**src/rtl/task_scheduler_pkg.sv**
```systemverilog
// rtl/task_scheduler_pkg.sv - shared widths, entry packing and helpers for the next-task scheduler
package task_scheduler_pkg;

    localparam int CHAN_W = 3;
    localparam int THR_W  = 2;
    localparam int IDX_W  = CHAN_W + THR_W;
    localparam int N_ENT  = 1 << IDX_W;

    typedef enum logic [0:0] {
        ST_IDLE  = 1'b0,
        ST_OFFER = 1'b1
    } sched_state_t;

    // Entry index is {channel, thread}; ifetch decodes offers the same way.
    function automatic logic [IDX_W-1:0] pack_idx(input logic [CHAN_W-1:0] chan,
                                                  input logic [THR_W-1:0]  thr);
        return {chan, thr};
    endfunction

    function automatic logic [CHAN_W-1:0] idx_chan(input logic [IDX_W-1:0] idx);
        return idx[IDX_W-1:THR_W];
    endfunction

    function automatic logic [THR_W-1:0] idx_thr(input logic [IDX_W-1:0] idx);
        return idx[THR_W-1:0];
    endfunction

    function automatic logic [IDX_W:0] popcount(input logic [N_ENT-1:0] vec);
        logic [IDX_W:0] n;
        n = '0;
        for (int i = 0; i < N_ENT; i++) begin
            n = n + {{IDX_W{1'b0}}, vec[i]};
        end
        return n;
    endfunction

endpackage

```
**src/rtl/task_scheduler_rr_pick.sv**
```systemverilog
// rtl/task_scheduler_rr_pick.sv - round-robin picker: first set request strictly after the pointer
module rr_pick
    import task_scheduler_pkg::*;
(
    input  logic [N_ENT-1:0] req,
    input  logic [IDX_W-1:0] ptr,
    output logic             found,
    output logic [IDX_W-1:0] idx
);

    logic [2*N_ENT-1:0] doubled;
    logic [N_ENT-1:0]   rotated;
    logic [IDX_W-1:0]   start;
    logic [IDX_W-1:0]   offset;

    // Rotate so the slot after ptr sits at bit 0, take the lowest set bit, then rotate back.
    // Search starts at ptr+1, so a lone request at ptr is found last (full circle).
    always_comb begin
        start   = ptr + IDX_W'(1);
        doubled = {req, req} >> start;
        rotated = doubled[N_ENT-1:0];
        found   = 1'b0;
        offset  = '0;
        for (int i = N_ENT - 1; i >= 0; i--) begin
            if (rotated[i]) begin
                found  = 1'b1;
                offset = IDX_W'(i);
            end
        end
        idx = start + offset;
    end

endmodule

```
**src/rtl/task_scheduler.sv**
```systemverilog
// rtl/task_scheduler.sv - pending wake bitmap with round-robin next-task offer handshake
module task_scheduler
    import task_scheduler_pkg::*;
(
    input  logic              clk,
    input  logic              reset_n,
    input  logic              wake_valid,
    input  logic [CHAN_W-1:0] wake_channel,
    input  logic [THR_W-1:0]  wake_thread,
    input  logic              cancel_valid,
    input  logic [CHAN_W-1:0] cancel_channel,
    input  logic [THR_W-1:0]  cancel_thread,
    output logic              next_task_ready,
    output logic [CHAN_W-1:0] next_task_channel,
    output logic [THR_W-1:0]  next_task_thread,
    input  logic              next_task_ack,
    output logic              cancel_busy,
    output logic [IDX_W:0]    pending_count
);

    sched_state_t     state, state_nx;
    logic [N_ENT-1:0] pending, pending_nx;
    logic [IDX_W-1:0] rr_ptr, rr_ptr_nx;
    logic [IDX_W-1:0] offer_idx, offer_idx_nx;
    logic             wake_q;
    logic [IDX_W-1:0] wake_q_idx;
    logic [IDX_W-1:0] cancel_idx;
    logic             cancel_hits_offer;
    logic             pick_found;
    logic [IDX_W-1:0] pick_idx;

    rr_pick u_rr_pick (
        .req   (pending),
        .ptr   (rr_ptr),
        .found (pick_found),
        .idx   (pick_idx)
    );

    assign cancel_idx        = pack_idx(cancel_channel, cancel_thread);
    assign cancel_hits_offer = cancel_valid && (state == ST_OFFER) && (cancel_idx == offer_idx);

    assign next_task_ready   = (state == ST_OFFER);
    assign next_task_channel = idx_chan(offer_idx);
    assign next_task_thread  = idx_thr(offer_idx);

    // Offer FSM: IDLE registers the round-robin pick, OFFER holds it until ack and moves the pointer.
    always_comb begin
        state_nx     = state;
        offer_idx_nx = offer_idx;
        rr_ptr_nx    = rr_ptr;
        case (state)
            ST_IDLE: begin
                if (pick_found) begin
                    state_nx     = ST_OFFER;
                    offer_idx_nx = pick_idx;
                end
            end
            ST_OFFER: begin
                if (next_task_ack) begin
                    state_nx  = ST_IDLE;
                    rr_ptr_nx = offer_idx;
                end
            end
            default: state_nx = ST_IDLE;
        endcase
    end

    // Bitmap update: retire on ack, then cancel, then the staged wake, so a wake always wins.
    always_comb begin
        pending_nx = pending;
        if ((state == ST_OFFER) && next_task_ack) begin
            pending_nx[offer_idx] = 1'b0;
        end
        if (cancel_valid && !cancel_hits_offer) begin
            pending_nx[cancel_idx] = 1'b0;
        end
        if (wake_q) begin
            pending_nx[wake_q_idx] = 1'b1;
        end
    end

    // State, bitmap, wake staging and status registers; reset drops any live offer at once.
    always_ff @(posedge clk or negedge reset_n) begin
        if (!reset_n) begin
            state         <= ST_IDLE;
            pending       <= '0;
            rr_ptr        <= IDX_W'(N_ENT - 1);
            offer_idx     <= '0;
            wake_q        <= 1'b0;
            wake_q_idx    <= '0;
            cancel_busy   <= 1'b0;
            pending_count <= '0;
        end else begin
            state         <= state_nx;
            pending       <= pending_nx;
            rr_ptr        <= rr_ptr_nx;
            offer_idx     <= offer_idx_nx;
            wake_q        <= wake_valid;
            wake_q_idx    <= pack_idx(wake_channel, wake_thread);
            cancel_busy   <= cancel_hits_offer;
            pending_count <= popcount(pending_nx);
        end
    end

endmodule

```
**config.mk**
```make
export PLATFORM = sky130hd
export DESIGN_NAME = task_scheduler
export DESIGN_NICKNAME = d
export VERILOG_FILES = /design/src/rtl/task_scheduler_pkg.sv /design/src/rtl/task_scheduler_rr_pick.sv /design/src/rtl/task_scheduler.sv
export SDC_FILE = /design/constraint.sdc
export NUM_CORES = 1
export LEC_CHECK = 0
export BUFFER_PORTS_ARGS = -buffer_cell sky130_fd_sc_hd__buf_4
export CORE_ASPECT_RATIO = 1.2
export CORE_MARGIN = 5
export CORE_UTILIZATION = 60
export DETAILED_ROUTE_END_ITERATION = 8
export PLACE_DENSITY = 0.78
export SKIP_LAST_GASP = 1
export SYNTH_ARGS = -nofsm -noshare
export SYNTH_HDL_FRONTEND = slang
export SYNTH_SLANG_ARGS = --single-unit
```
**constraint.sdc**
```tcl
create_clock -name clk -period 7.2 [get_ports clk]
set_clock_uncertainty 0.15 [all_clocks]
set_input_delay 0.36 -clock clk [delete_from_list [all_inputs] [get_ports clk]]
set_output_delay 0.36 -clock clk [all_outputs]
set_load 0.01 [all_outputs]
```
Word level (Yosys, flattened, before mapping)
Index checks and enable logic that the tools add are counted.
{"block": "word_totals", "ff_bits": 56, "inputBits": 15, "out_inout_bits": 13, "word_cells": 141}
{"block": "classes", "n_bitwise": 6, "n_mux": 76, "n_lt_le_gt_ge": 6, "n_addsub": 33, "shifts": 1, "n_reduce_logical": 10, "n_eq_ne": 1}
{"op": "$mux 5", "n": 32}
{"op": "$add 6x1->6", "n": 26}
{"op": "$mux 32", "n": 3}
{"op": "$and 32x32->32", "n": 2}
{"op": "$not 32->32", "n": 2}
{"op": "$shr 64x5->32", "n": 1}
{"op": "$mux 1", "n": 37}
{"op": "$or 32x32->32", "n": 1}
{"op": "$lt 5x6->1 const B", "n": 3}
{"op": "$demux 1 s5", "n": 3}
{"op": "$ge 5x1->1 const B", "n": 3}
{"op": "$logic_and 1x1->1", "n": 7}
{"op": "$add 5x1->6", "n": 1}
{"op": "$add 4x1->5", "n": 1}
{"op": "$add 5x1->5 const B", "n": 1}
{"op": "$add 5x5->5", "n": 1}
{"op": "$eq 5x5->1", "n": 1}
{"op": "$add 3x1->4", "n": 1}
{"op": "$reduce_and 2->1", "n": 2}
{"op": "$add 2x1->3", "n": 1}
{"op": "$add 1x1->2", "n": 1}
{"op": "$pmux 1 s2", "n": 1}
{"op": "$logic_not 1->1", "n": 1}
{"op": "$not 1->1", "n": 1}

Logic depth before layout (Yosys ltp)
Gate-level depths: netlist of the first run.
{"block": "depth", "word_depth": 42, "depth_mapped": 25, "depth_no_buf": 23}

Modules after synthesis
A second synthesis of the first run with hierarchy kept.
{"block": "unflattened", "hier_cells": 688, "area_unflattened_um2": 6790.3}
{"mod": "task_scheduler", "area_per_inst_um2": 3614.7, "cells_each": 355, "instances": 1}
{"mod": "rr_pick", "area_per_inst_um2": 3175.5, "cells_each": 333, "instances": 1}

Worst setup path after synthesis of the first run
Ideal clock, no wire load.
{"block": "synth_path", "path_type": "in2reg", "start": "input port cancel_channel[1]", "end": "register pending_count[4]", "setup_ns": 0.123, "setup_slack_ns": 1.023, "arrival_time_ns": 5.905, "path_buffers": 2, "path_stages": 25, "cell_sequence": "clkbuf_1 xor2_1 nor4_1 nand4_1 nand2_1 or3_1 clkbuf_1 nor2_1 o22a_1 fa_1 inv_1 fa_1 inv_1 fa_1 inv_1 fa_1 fa_1 fa_1 ha_1 inv_1 fa_1 inv_1 a21o_1 a21oi_1 xnor2_1"}
{"block": "synth_via", "elab_chain_len": 40}
{"element": "from (decl)", "line_no": "task_scheduler.sv:11", "rtl": "input logic [CHAN_W-1:0] cancel_channel,"}
{"element": "$lt 5x6->1 (not written as such) / $ge 5x1->1 (equally long branches)", "line_no": "task_scheduler.sv:75", "rtl": "pending_nx[cancel_idx] = 1'b0;"}
{"element": "$logic_and 1x1->1 (not written as such)", "line_no": "task_scheduler.sv:75"}
{"element": "$mux 1 (not written as such)", "line_no": "task_scheduler.sv:75"}
{"element": "$demux 1 s5", "line_no": "task_scheduler.sv:75"}
{"element": "$not 32->32 (no source line)"}
{"element": "$and 32x32->32 (no source line)"}
{"element": "$mux 32 (*)", "line_no": "task_scheduler.sv:74", "rtl": "if (cancel_valid && !cancel_hits_offer) begin"}
{"element": "$or 32x32->32 (no source line)"}
{"element": "$mux 32 (*)", "line_no": "task_scheduler.sv:77", "rtl": "if (wake_q) begin"}
{"element": "$add 1x1->2", "line_no": "task_scheduler_pkg.sv:32", "rtl": "n = n + {{IDX_W{1'b0}}, vec[i]};"}
{"element": "$add 2x1->3", "line_no": "task_scheduler_pkg.sv:32"}
{"element": "$add 3x1->4", "line_no": "task_scheduler_pkg.sv:32"}
{"element": "$add 4x1->5", "line_no": "task_scheduler_pkg.sv:32"}
{"element": "$add 5x1->6", "line_no": "task_scheduler_pkg.sv:32"}
{"element": "$add 6x1->6 (25 in series)", "line_no": "task_scheduler_pkg.sv:32"}
{"element": "$add 6x1->6 (*)", "line_no": "task_scheduler_pkg.sv:32"}
{"element": "to (signal assigned)", "line_no": "task_scheduler.sv:101", "rtl": "pending_count <= popcount(pending_nx);"}
{"element": "to (decl)", "line_no": "task_scheduler.sv:18", "rtl": "output logic [IDX_W:0] pending_count"}
Every way passes the cells marked *; elsewhere a longest branch is shown, timed or not.
A chain may end at the register's enable or synchronous reset.

Worst setup path after layout of the first run
{"block": "layout_path", "start": "register offer_idx[3]", "end": "register pending_count[4]"}
{"block": "layout_via", "elab_chain_len": 42}
{"element": "from (decl)", "line_no": "task_scheduler.sv:24", "rtl": "logic [IDX_W-1:0] offer_idx, offer_idx_nx;"}
{"element": "from (signal assigned)", "line_no": "task_scheduler.sv:97", "rtl": "offer_idx <= offer_idx_nx;"}
{"element": "$lt 5x6->1 (not written as such) / $ge 5x1->1 (equally long branches)", "line_no": "task_scheduler.sv:72", "rtl": "pending_nx[offer_idx] = 1'b0;"}
{"element": "$logic_and 1x1->1 (not written as such)", "line_no": "task_scheduler.sv:72"}
{"element": "$mux 1 (not written as such)", "line_no": "task_scheduler.sv:72"}
{"element": "$demux 1 s5", "line_no": "task_scheduler.sv:72"}
{"element": "$not 32->32 (no source line)"}
{"element": "$and 32x32->32 (no source line)"}
{"element": "$mux 32", "line_no": "task_scheduler.sv:71", "rtl": "if ((state == ST_OFFER) && next_task_ack) begin"}
{"element": "$and 32x32->32 (no source line)"}
{"element": "[... 2 more ...]"}
{"element": "$mux 32 (*)", "line_no": "task_scheduler.sv:77"}
{"element": "$add 1x1->2", "line_no": "task_scheduler_pkg.sv:32"}
{"element": "$add 2x1->3", "line_no": "task_scheduler_pkg.sv:32"}
{"element": "$add 3x1->4", "line_no": "task_scheduler_pkg.sv:32"}
{"element": "$add 4x1->5", "line_no": "task_scheduler_pkg.sv:32"}
{"element": "$add 5x1->6", "line_no": "task_scheduler_pkg.sv:32"}
{"element": "$add 6x1->6 (25 in series)", "line_no": "task_scheduler_pkg.sv:32"}
{"element": "$add 6x1->6 (*)", "line_no": "task_scheduler_pkg.sv:32"}
Marked as above.

==> results of run 1 <==
## final timing paths
path	startpoint	end	slack, ps
max	offer_idx[3]	pending_count[4]	720
min	wake_thread[0]	wake_q_idx[0]	20
max reg2reg	offer_idx[3]	pending_count[4]	720
min reg2reg	rr_ptr[1]	rr_ptr[1]	390
max in group asynchronous	reset_n	pending[30]	5930
min in group asynchronous	reset_n	pending_count[3]	490
## placed cells by master (no fill, tap or decap), types with 4 or more instances in the layout
cell type | netlist | layout
a21o_1 | 4 | 4
a21oi_1 | 14 | 14
a222oi_1 | 6 | 6
buf_4 | 4 | 37
clkbuf_16 | 0 | 5
dfrtp_1 | 51 | 51
dfstp_2 | 5 | 5
fa_1 | 25 | 25
ha_1 | 12 | 12
inv_1 | 58 | 58
mux2_2 | 26 | 26
mux2i_1 | 44 | 44
mux4_2 | 65 | 65
nand2_1 | 31 | 31
nand2b_1 | 5 | 5
nand3_1 | 12 | 12
nand3b_1 | 13 | 13
nand4_1 | 5 | 5
nor2_1 | 68 | 68
o2111ai_1 | 4 | 4
o211ai_1 | 5 | 5
o21a_1 | 5 | 5
o21ai_0 | 39 | 39
o221ai_1 | 18 | 18
o22a_1 | 11 | 11
o22ai_1 | 17 | 17
or3_1 | 9 | 9
or3b_2 | 7 | 7
xnor2_1 | 9 | 7
xor2_1 | 5 | 4
## per-layer routing
layer	vias to the layer above	track usage (%)
li1	2565	-
met1	2914	35.4
met2	346	49.9
met3	94	3.38
met4	0	16.9
met5	-	0
## synth_stat cells, drive strengths merged (6+ instances only)
cell type / n / area (sq um)
clkbuf: 21 / 78.8
mux2i: 44 / 440
nand3b: 13 / 97.6
o22a: 11 / 96.3
dfrtp: 51 / 1280
fa: 25 / 500
mux4: 68 / 1540
mux2: 31 / 360
or3: 9 / 56.3
or3b: 8 / 70.1
buf: 24 / 180
o22ai: 17 / 106
ha: 12 / 150
inv: 60 / 225
or2: 7 / 43.8
nand2: 31 / 116
xor2: 6 / 60.1
a222oi: 6 / 60.1
nand3: 14 / 80.1
o221ai: 18 / 158
o21ai: 42 / 210
nor2: 68 / 255
xnor2: 9 / 78.8
a21oi: 15 / 78.8
## sequential cells by signal, indices dropped and copies added (netlist names)
register,flops
wake_q,1
wake_q_idx,5
cancel_busy,1
pending,32
offer_idx,5
next_task_ready,1
rr_ptr,5
pending_count,6
## worst max-delay path: stages, from the launching register on
cell and delay [ps]:
dfrtp_1 500, xor2_1 210, nor4_1 280, nand4_1 200, nand2_1 130, or3_1 290, nor2_1 100, o22a_1 260
fa_1 550, inv_1 60, fa_1 540, inv_1 50, fa_1 500, inv_1 50, fa_1 470, fa_1 540
fa_1 530, ha_1 170, inv_1 60, fa_1 400, inv_1 70, a21o_1 100, a21oi_1 70, xnor2_1 120
## cell families after synthesis
kind of cell	share of synthesized area, %
AO/OA/AOI/OAI	15.1
multiplexers	33.8
XOR/XNOR	2.01
adder cells (fa/ha/maj)	9.40
AND/OR/NAND/NOR	12.4
buffers and inverters	6.99
flip-flops	20.3
## metrics by stage
stage	hold WS, ps	util, %	cells	worst slack [ps]
floorplan	-85.6	-	674	1020
global placement	291	62.6	823	853
detailed placement	303	62.6	823	776
CTS	15.7	63.9	832	723
global route	8.95	63.9	832	340
finish	22.1	63.9	832	719
## cell type report
class	count	area (sq um)
Multi-Input combinational cell	513	5070
Fill cell	975	4140
Sequential cell	56	1410
Timing Repair Buffer	38	288
Inverter	60	225
Tap cell	157	196
Clock buffer	7	133
Clock inverter	1	5.00
## timing repair
item                                   CTS  global route
resized for setup                        0             0
hold buffers                             1             0
endpoints found under the hold margin   32             0
==> summary.md, run 1 <==
| Metric | Value |
|---|---|
| Met3 wire length | `1270 um` |
| EDFF count, synth | `0` |
| Number of CTS-inserted buffers | `5` |
| Root buffer cell | `clkbuf_16` |
| CP Launch Type | `flip-flop` |
| Tightest Pin Transition | `888 ps` |
| Fmax | `0.154 GHz` |
| N_diodes | `0` |
| Clk buf depth | `2` |
| Setup crit end kind | `flip-flop` |
| Worst Hold Class | `in -> reg` |
| Synth Flop Type | `dfrtp_1` |
| Dpl hpwl | `15000 um` |
| Fraction of layout cells with a size suffix above 1 | `24.1%` |
| H-tree levels | `2` |
| Worst Path Max Fanout | `12` |
| Final #Nets | `726` |
| CTS tree | `done` |
| Total grt overflow | `0` |
| Clk_lat worst skew | `290 ps` |
| DR WL/cell | `23.2 um` |
| Critical path class | `reg -> reg` |
| Die W | `108 um` |
| Max Used Layer | `met4` |
| CP required | `7230 ps` |
| Initial antenna violation count | `0` |
| Met2 WL post-DR | `9640 um` |
| Initial DRC count | `594` |
| Distinct cell type count after synthesis | `68` |
| IO buf count | `27` |
| Post-CTS setup buffers | `0` |
| Avg Cell Area, Syn | `10.3 sq um` |
| Total GRT Usage | `29.1%` |
| Worst-path clk slew | `70 ps` |
| Setup tns final | `0 ps` |
| Final instance area | `0.00732 sq mm` |
| Post-DR vias/cell | `7.11` |
| Register area share after synthesis | `20.3%` |
| Vias in the first global route | `5849` |
| Fin. max-slew vios | `0` |
| Core area | `0.0115 sq mm` |
| CP Data Arrival Time | `6510 ps` |
| DRT met1 WL | `7020 um` |
| Yosys synthesis warning count | `0` |
| Die height | `128 um` |
| RSZ-0062 raised after global routing | `false` |
| DR pass1 iterations | `8` |
| Largest net degree at the start of global routing | `57` |
| Routability cong. | `1.03` |
| IO Pins | `28` |
| Flops & latches, synth | `56` |
| Wirelength, routed | `19300 um` |
| Asr flop ratio synth | `100%` |
| Detail Route Antenna Nets | `0` |
| Synthesized area | `0.00692 sq mm` |
| Synth-to-Final Area Change | `5.73%` |
| Global-route wire length before repair | `31300 um` |
| Fin crit share | `90.0%` |
| Maxcap violations | `0` |
| Clock sinks | `56` |
| Final setup violation count | `0` |
| Drt drc | `0` |
| Status | `finished clean` |
| Period minus WS final | `6480 ps` |
| Die area | `0.0138 sq mm` |
| Final-report hold violation count | `0` |
| Slew HR | `40.8%` |
| Post-Syn Nets | `726` |
| Worst Hold Depth | `1` |
| R2R depth | `23` |
| # rows | `43` |
| Placed Area | `0.00717 sq mm` |
| Initial Util | `60.4%` |
| Vias | `5919` |
| Syn Inst Count | `674` |
Power of run 1 is left out: the tool's default activity adds up to more than one toggle a clock period on the data nets, which glitch-free logic cannot reach.
==> run 2: changes to the inputs <==
--- a/config.mk
+++ b/config.mk
@@ -5,12 +5,12 @@
 export SDC_FILE = /design/constraint.sdc
 export NUM_CORES = 1
 export LEC_CHECK = 0
-export BUFFER_PORTS_ARGS = -buffer_cell sky130_fd_sc_hd__buf_4
 export CORE_ASPECT_RATIO = 1.2
 export CORE_MARGIN = 5
 export CORE_UTILIZATION = 60
 export DETAILED_ROUTE_END_ITERATION = 8
-export PLACE_DENSITY = 0.78
+export DONT_BUFFER_PORTS = 1
+export PLACE_DENSITY = 0.76
 export SKIP_LAST_GASP = 1
 export SYNTH_ARGS = -nofsm -noshare
 export SYNTH_HDL_FRONTEND = slang
==> run 2 against run 1 <==
Highest routed layer unchanged. Register-to-register slack got worse by 20 ps. Wire length rose by 2.2%. Die area stayed put. Cell area fell by 1.5%.
==> summary.md, run 2 (synthesis results as in run 1) <==
| Metric | Value |
|---|---|
| Clock sinks | `56 (unchanged)` |
| Routability cong. | `1.02 (-0.68%)` |
| Fraction of layout cells with a size suffix above 1 | `20.9% (-3.2 points)` |
| Status | `finished clean` |
| IO buf count | `0 (-100%)` |
| CP required | `7240 ps (about the same)` |
| H-tree levels | `2 (unchanged)` |
| Core area | `0.0115 sq mm (unchanged)` |
| Maxcap violations | `0 (unchanged)` |
| Global-route wire length before repair | `31800 um (+1.4%)` |
| Detail Route Antenna Nets | `0 (unchanged)` |
| Root buffer cell | `clkbuf_16` |
| Total GRT Usage | `29.6% (+0.52 points)` |
| Worst path cell trace | `xor2_1 > nor4_1 > nand4_1 > nand2_1 > or3_1 > nor2_1 > o22a_1 > fa_1 > inv_1 > fa_1 > inv_1 > fa_1 > inv_1 > fa_1 > fa_1 > fa_1 > ha_1 > inv_1 > fa_1 > inv_1 > a21o_1 > a21oi_1 > xnor2_1` |
| Critical Path Max Stage Delay | `560 ps (about the same)` |
| CP Data Arrival Time | `6540 ps (+30 ps)` |
| Initial DRC count | `464 (-22%)` |
| CP max-delay cell | `fa_1` |
| N_diodes | `0 (unchanged)` |
| Initial antenna violation count | `0 (unchanged)` |
| Period minus WS final | `6500 ps (+22.0 ps)` |
| Final-report hold violation count | `0 (unchanged)` |
| Tightest Pin Transition | `824 ps (-64.2 ps)` |
| Vias in the first global route | `5951 (+1.7%)` |
| Worst Hold Class | `in -> reg` |
| # resized after CTS | `0 (unchanged)` |
| Drt drc | `0 (unchanged)` |
| Placed Cells | `795 (-3.4%)` |
| Total grt overflow | `0 (unchanged)` |
| Fmax | `0.154 GHz (-0.34%)` |
| Most frequent cells in the layout | `68 x nor2_1, 65 x mux4_2, 58 x inv_1` |
| Commonest non-fill, non-tap cell in the layout | `nor2_1` |
| Final setup violation count | `0 (unchanged)` |
| Wirelength, routed | `19800 um (+2.2%)` |
| CTS tree | `done` |
| CP Launch Type | `flip-flop` |
| Final Hold Slack | `36.5 ps (+14.4 ps)` |
| RSZ-0062 raised after global routing | `false` |
| Die area | `0.0138 sq mm (unchanged)` |
| DR pass1 iterations | `8 (unchanged)` |
| Number of CTS-inserted buffers | `5 (unchanged)` |
| DR WL/cell | `24.4 um (+4.8%)` |
| IO Pins | `28 (unchanged)` |
| Setup crit end kind | `flip-flop` |
| Die height | `128 um (unchanged)` |
| Clk_lat worst skew | `300 ps (about the same)` |
| Vias | `5941 (+0.37%)` |
| Post-DR vias/cell | `7.33 (+3.0%)` |
| Fin. max-slew vios | `0 (unchanged)` |
| Most common cell on crit path | `fa_1` |
| Fin crit share | `90.3% (+0.31 points)` |
| Die W | `108 um (unchanged)` |
| Worst Path Max Fanout | `12 (unchanged)` |
| Dpl hpwl | `15000 um (about the same)` |
| Initial Util | `60.4% (unchanged)` |
| Layout Cells excl Fill | `811 (-2.5%)` |
| Max reg flops | `32 (unchanged)` |
| # rows | `43 (unchanged)` |
| Largest regs | `pending x32, pending_count x6` |
| Worst-path clk slew | `70 ps (about the same)` |
| Largest net degree at the start of global routing | `57 (unchanged)` |
| Synth-to-Final Area Change | `4.14%` |
| Setup tns final | `0 ps (unchanged)` |
| Critical path class | `reg -> reg` |
| Slew HR | `45.0% (+4.2 points)` |
| Most flops, register | `pending` |
| Clk buf depth | `2 (unchanged)` |
| Final #Nets | `705 (-2.9%)` |
[run 2: worst max-delay path, delay by kind of cell, from the launching register on]
family                     cells  cell delay (ps)
AOI/OAI and AO/OA              3              420
xor gates and xnor gates       2              350
adders and majority gates      8             3680
buffers and inverters          5              280
DFF                            1              520
and+or+nand+nor                5             1000
[run 2: stage by stage]
stage	utilization (%)	setup WS, ps	instance area [sq um]
2_1_floorplan	-	1020	6920
3_3_place_gp	60.8	798	6960
3_5_place_dp	60.8	739	6960
4_1_cts	62.9	680	7210
5_1_grt	62.9	287	7210
6_report	62.9	697	7210
[run 2: per-layer routing]
| metal | global-route usage [%] | share of wire, % | routed length [um] |
|---|---|---|---|
| met5 | 0 | 0 | 0 |
| met4 | 17.5 | 6.7 | 1320 |
| met3 | 3.73 | 7.1 | 1400 |
| met2 | 50.4 | 50 | 9930 |
| met1 | 36.0 | 36 | 7120 |
[run 2: final timing paths]
kind	to	slack, ps	cells past startpoint	from
max	pending_count[4]	700	23	offer_idx[3]
min	rr_ptr[0]	40	2	next_task_ack
max reg2reg	pending_count[4]	700	23	offer_idx[3]
min reg2reg	rr_ptr[1]	360	2	rr_ptr[1]
max in group asynchronous	rr_ptr[1]	6190	2	reset_n
min in group asynchronous	pending_count[3]	420	2	reset_n
[run 2: repair_timing]
item,4_1_cts,5_1_grt
hold buffers,8,0
hold endpoints to repair,62,0
buffers inserted,0,0
[run 2: cell type report]
class	instances	area, sq um
multi-input combinational	513	5070
fill	928	4250
sequential	56	1410
tap	157	196
inverter	60	225
timing repair buffer	17	165
clock buffer	7	143
clock inverter	1	7.51
Power of run 2 is left out for the same reason.
==> run 3: changes to the inputs <==
--- a/config.mk
+++ b/config.mk
@@ -5,6 +5,7 @@
 export SDC_FILE = /design/constraint.sdc
 export NUM_CORES = 1
 export LEC_CHECK = 0
+export ABC_AREA = 1
 export CORE_ASPECT_RATIO = 1.2
 export CORE_MARGIN = 5
 export CORE_UTILIZATION = 60
==> run 3 against run 2 <==
The run now ends with hold timing left. Critical path depth up 3. Setup slack worse by 270 ps. Global-route usage up 1.5 points. Core utilization up 0.77 points. Clock-buffer cell count unchanged. Synthesized area down 16%. Die area down 15%. Sequential share of layout area up 3.7 points. Non-clock buffer count down 3. Critical path type unchanged. Critical endpoint unchanged.
==> summary.md, run 3 <==
| Metric | Value |
|---|---|
| Synth-to-Final Area Change | `4.35%` |
| Worst Hold Class | `in -> reg` |
| Largest net degree at the start of global routing | `57 (unchanged)` |
| CTS tree | `done` |
| Placed Cells | `968 (+22%)` |
| FF+latch area | `0.00141 sq mm (unchanged)` |
| Synth top area share | `22.0% (+0.83 points)` |
| IO Pins | `28 (unchanged)` |
| Layout Cells excl Fill | `984 (+21%)` |
| Distinct cell type count after synthesis | `41 (-40%)` |
| Final-report hold violation count | `1 (+1)` |
| CP Launch Type | `flip-flop` |
| EDFF count, synth | `0 (unchanged)` |
| Fill cells | `893 (-3.8%)` |
| RR Endpoint | `pending_count[4]` |
| Fraction of layout cells with a size suffix above 1 | `4.76% (-16 points)` |
| Initial Util | `61.0% (+0.62 points)` |
| RSZ-0062 raised after global routing | `false` |
| Setup crit end kind | `flip-flop` |
| Global-route wire length before repair | `28800 um (-9.4%)` |
| R2r setup slk | `430 ps (-270 ps)` |
| Ranking of synthesized cells by area | `dfrtp_1 22%, nand2_1 15%, nand3_1 12%` |
| Die W | `99.8 um (-7.6%)` |
| R2R depth | `26 (+13%)` |
| Clk buf depth | `2 (unchanged)` |
| Final Hold Slack | `-5.71 ps (-42.2 ps)` |
| Flops & latches, synth | `56 (unchanged)` |
| Fin. max-slew vios | `0 (unchanged)` |
| # rows | `39 (-9.3%)` |
| Period minus WS final | `6770 ps (+272 ps)` |
| Vias | `5935 (-0.10%)` |
| Largest regs | `pending x32, pending_count x6` |
| Multi-input gate area | `0.00370 sq mm (-27%)` |
| Reg-to-Reg Start | `offer_idx[3]` |
| Fin crit share | `94.1% (+3.8 points)` |
| Post-DR vias/cell | `6.03 (-18%)` |
| CP Data Arrival Time | `6810 ps (+270 ps)` |
| Maxcap violations | `0 (unchanged)` |
| Worst Hold Depth | `1 (-1)` |
| Synthesized area | `0.00581 sq mm (-16%)` |
| IO buf count | `0 (unchanged)` |
| Critical path class | `reg -> reg` |
| Clock sinks | `56 (unchanged)` |
| Vias in the first global route | `5691 (-4.4%)` |
| Failing checks | `hold timing` |
| DR pass1 iterations | `6 (-2)` |
| Yosys synthesis warning count | `0 (unchanged)` |
| Setup tns final | `0 ps (unchanged)` |
| Most numerous cell in the Yosys netlist | `nand2_1` |
| DR WL/cell | `18.1 um (-26%)` |
| Asr flop ratio synth | `100% (unchanged)` |
| Post-synth top area cell | `dfrtp_1` |
| Drt drc | `0 (unchanged)` |
| Die height | `118 um (-7.8%)` |
| Die area | `0.0118 sq mm (-15%)` |
| Fmax | `0.148 GHz (-4.0%)` |
| Routability cong. | `1.08 (+5.2%)` |
| Min-Delay Startpoint | `next_task_ack` |
| End point of the worst hold path | `next_task_ready` |
| Status | `finished with violations` |
| Tightest Pin Transition | `1000 ps (+177 ps)` |
| Post-Syn Nets | `926 (+28%)` |
| Clk_lat worst skew | `300 ps (about the same)` |
| Synth Flop Type | `dfrtp_1` |
| N_diodes | `0 (unchanged)` |
| Initial antenna violation count | `0 (unchanged)` |
| Initial DRC count | `402 (-13%)` |
| Commonest non-fill, non-tap cell in the layout | `nand2_1` |
| Worst-path clk slew | `70 ps (about the same)` |
| Most frequent cells in the layout | `239 x nand2_1, 145 x nand3_1, 122 x inv_1` |
| Dpl hpwl | `14600 um (-2.9%)` |
| Slew HR | `33.2% (-12 points)` |
| Wirelength, routed | `17800 um (-9.9%)` |
| H-tree levels | `2 (unchanged)` |
| Post-synth top cells | `239 x nand2_1, 145 x nand3_1, 122 x inv_1` |
| Register area share after synthesis | `24.2% (+3.9 points)` |
| Most flops, register | `pending` |
| Final #Nets | `912 (+29%)` |
| Syn Inst Count | `874 (+30%)` |
| Total GRT Usage | `31.1% (+1.5 points)` |
| Root buffer cell | `clkbuf_16` |
| Core area | `0.00952 sq mm (-17%)` |
| # resized after CTS | `0 (unchanged)` |
| Max reg flops | `32 (unchanged)` |
| CP required | `7240 ps (about the same)` |
| Detail Route Antenna Nets | `0 (unchanged)` |
| Avg Cell Area, Syn | `6.65 sq um (-35%)` |
| Total grt overflow | `0 (unchanged)` |
| Worst Path Max Fanout | `8 (-4)` |
| Number of CTS-inserted buffers | `5 (unchanged)` |
| Final setup violation count | `0 (unchanged)` |
run 3: cell count changes after synthesis, moves of 12 or more:
cell | previous run | this run
nand2_1 | 31 | 239
nand3_1 | 12 | 145
mux4_2 | 65 | 0
inv_1 | 58 | 122
mux2i_1 | 44 | 1
nor2_1 | 68 | 33
o21ai_0 | 39 | 69
nor3_1 | 1 | 30
mux2_2 | 26 | 0
clkbuf_1 | 21 | 4
o22ai_1 | 17 | 2
nand3b_1 | 13 | 0
a31oi_1 | 3 | 15
run 3: area by class of cell:
cell class,count,share of cell area (%)
clock inverters,1,0.495
inverters,126,7.80
well taps,123,2.54
multi-input cells,657,61.1
flip-flops and latches,56,23.2
clock buffers,7,2.52
repair buffers,14,2.35
run 3: routing by layer:
layer	track usage (%)	vias to the layer above	share of wire [%]
met5	0	-	0
met4	23.1	0	8.8
met3	3.32	89	4.9
met2	52.0	259	50
met1	36.0	2728	37
li1	-	2859	-
run 3: kinds of logic (layout without fill, tap and decap cells):
family,Yosys count,after routing,share of synthesized area (%)
multiplexers,1,1,0.172
adder cells (fa/ha/maj),37,37,11.2
buffers and inverters,161,148,12.0
AO/OA/AOI/OAI,152,152,16.0
flip-flops,56,56,24.2
AND/OR/NAND/NOR,456,456,34.1
XOR/XNOR,11,11,2.24
run 3: worst max-delay path, cell delays in order, from the launching register on:
cell and delay, ps:
dfrtp_1 480, inv_1 210, o22ai_1 130, a221oi_1 230
nand2_1 80, nor4_1 270, inv_1 70, nand2_1 130
nor3_1 60, inv_1 240, o211ai_1 140, o21ai_0 130
inv_1 90, fa_1 500, inv_1 60, fa_1 530
inv_1 50, fa_1 500, inv_1 60, fa_1 470
fa_1 540, fa_1 530, ha_1 180, inv_1 60
fa_1 400, o21a_1 210, xor2_1 130
run 3: stage by stage:
stage	utilization, %	worst slack, ps	cell area (sq um)	hold WS [ps]
after floorplan	-	1090	5810	-85.6
after global placement	60.7	681	5780	-84.5
after detailed placement	60.7	462	5780	-84.7
after CTS	63.7	446	6060	1.29
after global routing	63.7	50.8	6060	9.44
final	63.7	425	6060	-5.71
run 3: how the worst max path moves through the flow:
stage                  from               end  slack [ps]  cells after the start
2_1_floorplan  offer_idx[3]  pending_count[4]        1090                     26
3_3_place_gp   offer_idx[3]  pending_count[4]         680                     26
3_5_place_dp   offer_idx[3]  pending_count[4]         460                     24
4_1_cts        offer_idx[3]  pending_count[4]         450                     24
5_1_grt        offer_idx[3]  pending_count[5]          50                     28
6_report       offer_idx[3]  pending_count[4]         430                     26
run 3: what timing repair did:
item,in CTS,in global routing
hold buffers,8,0
endpoints found under the hold margin,62,0
buffers inserted,0,0
Power of run 3 is left out for the same reason.
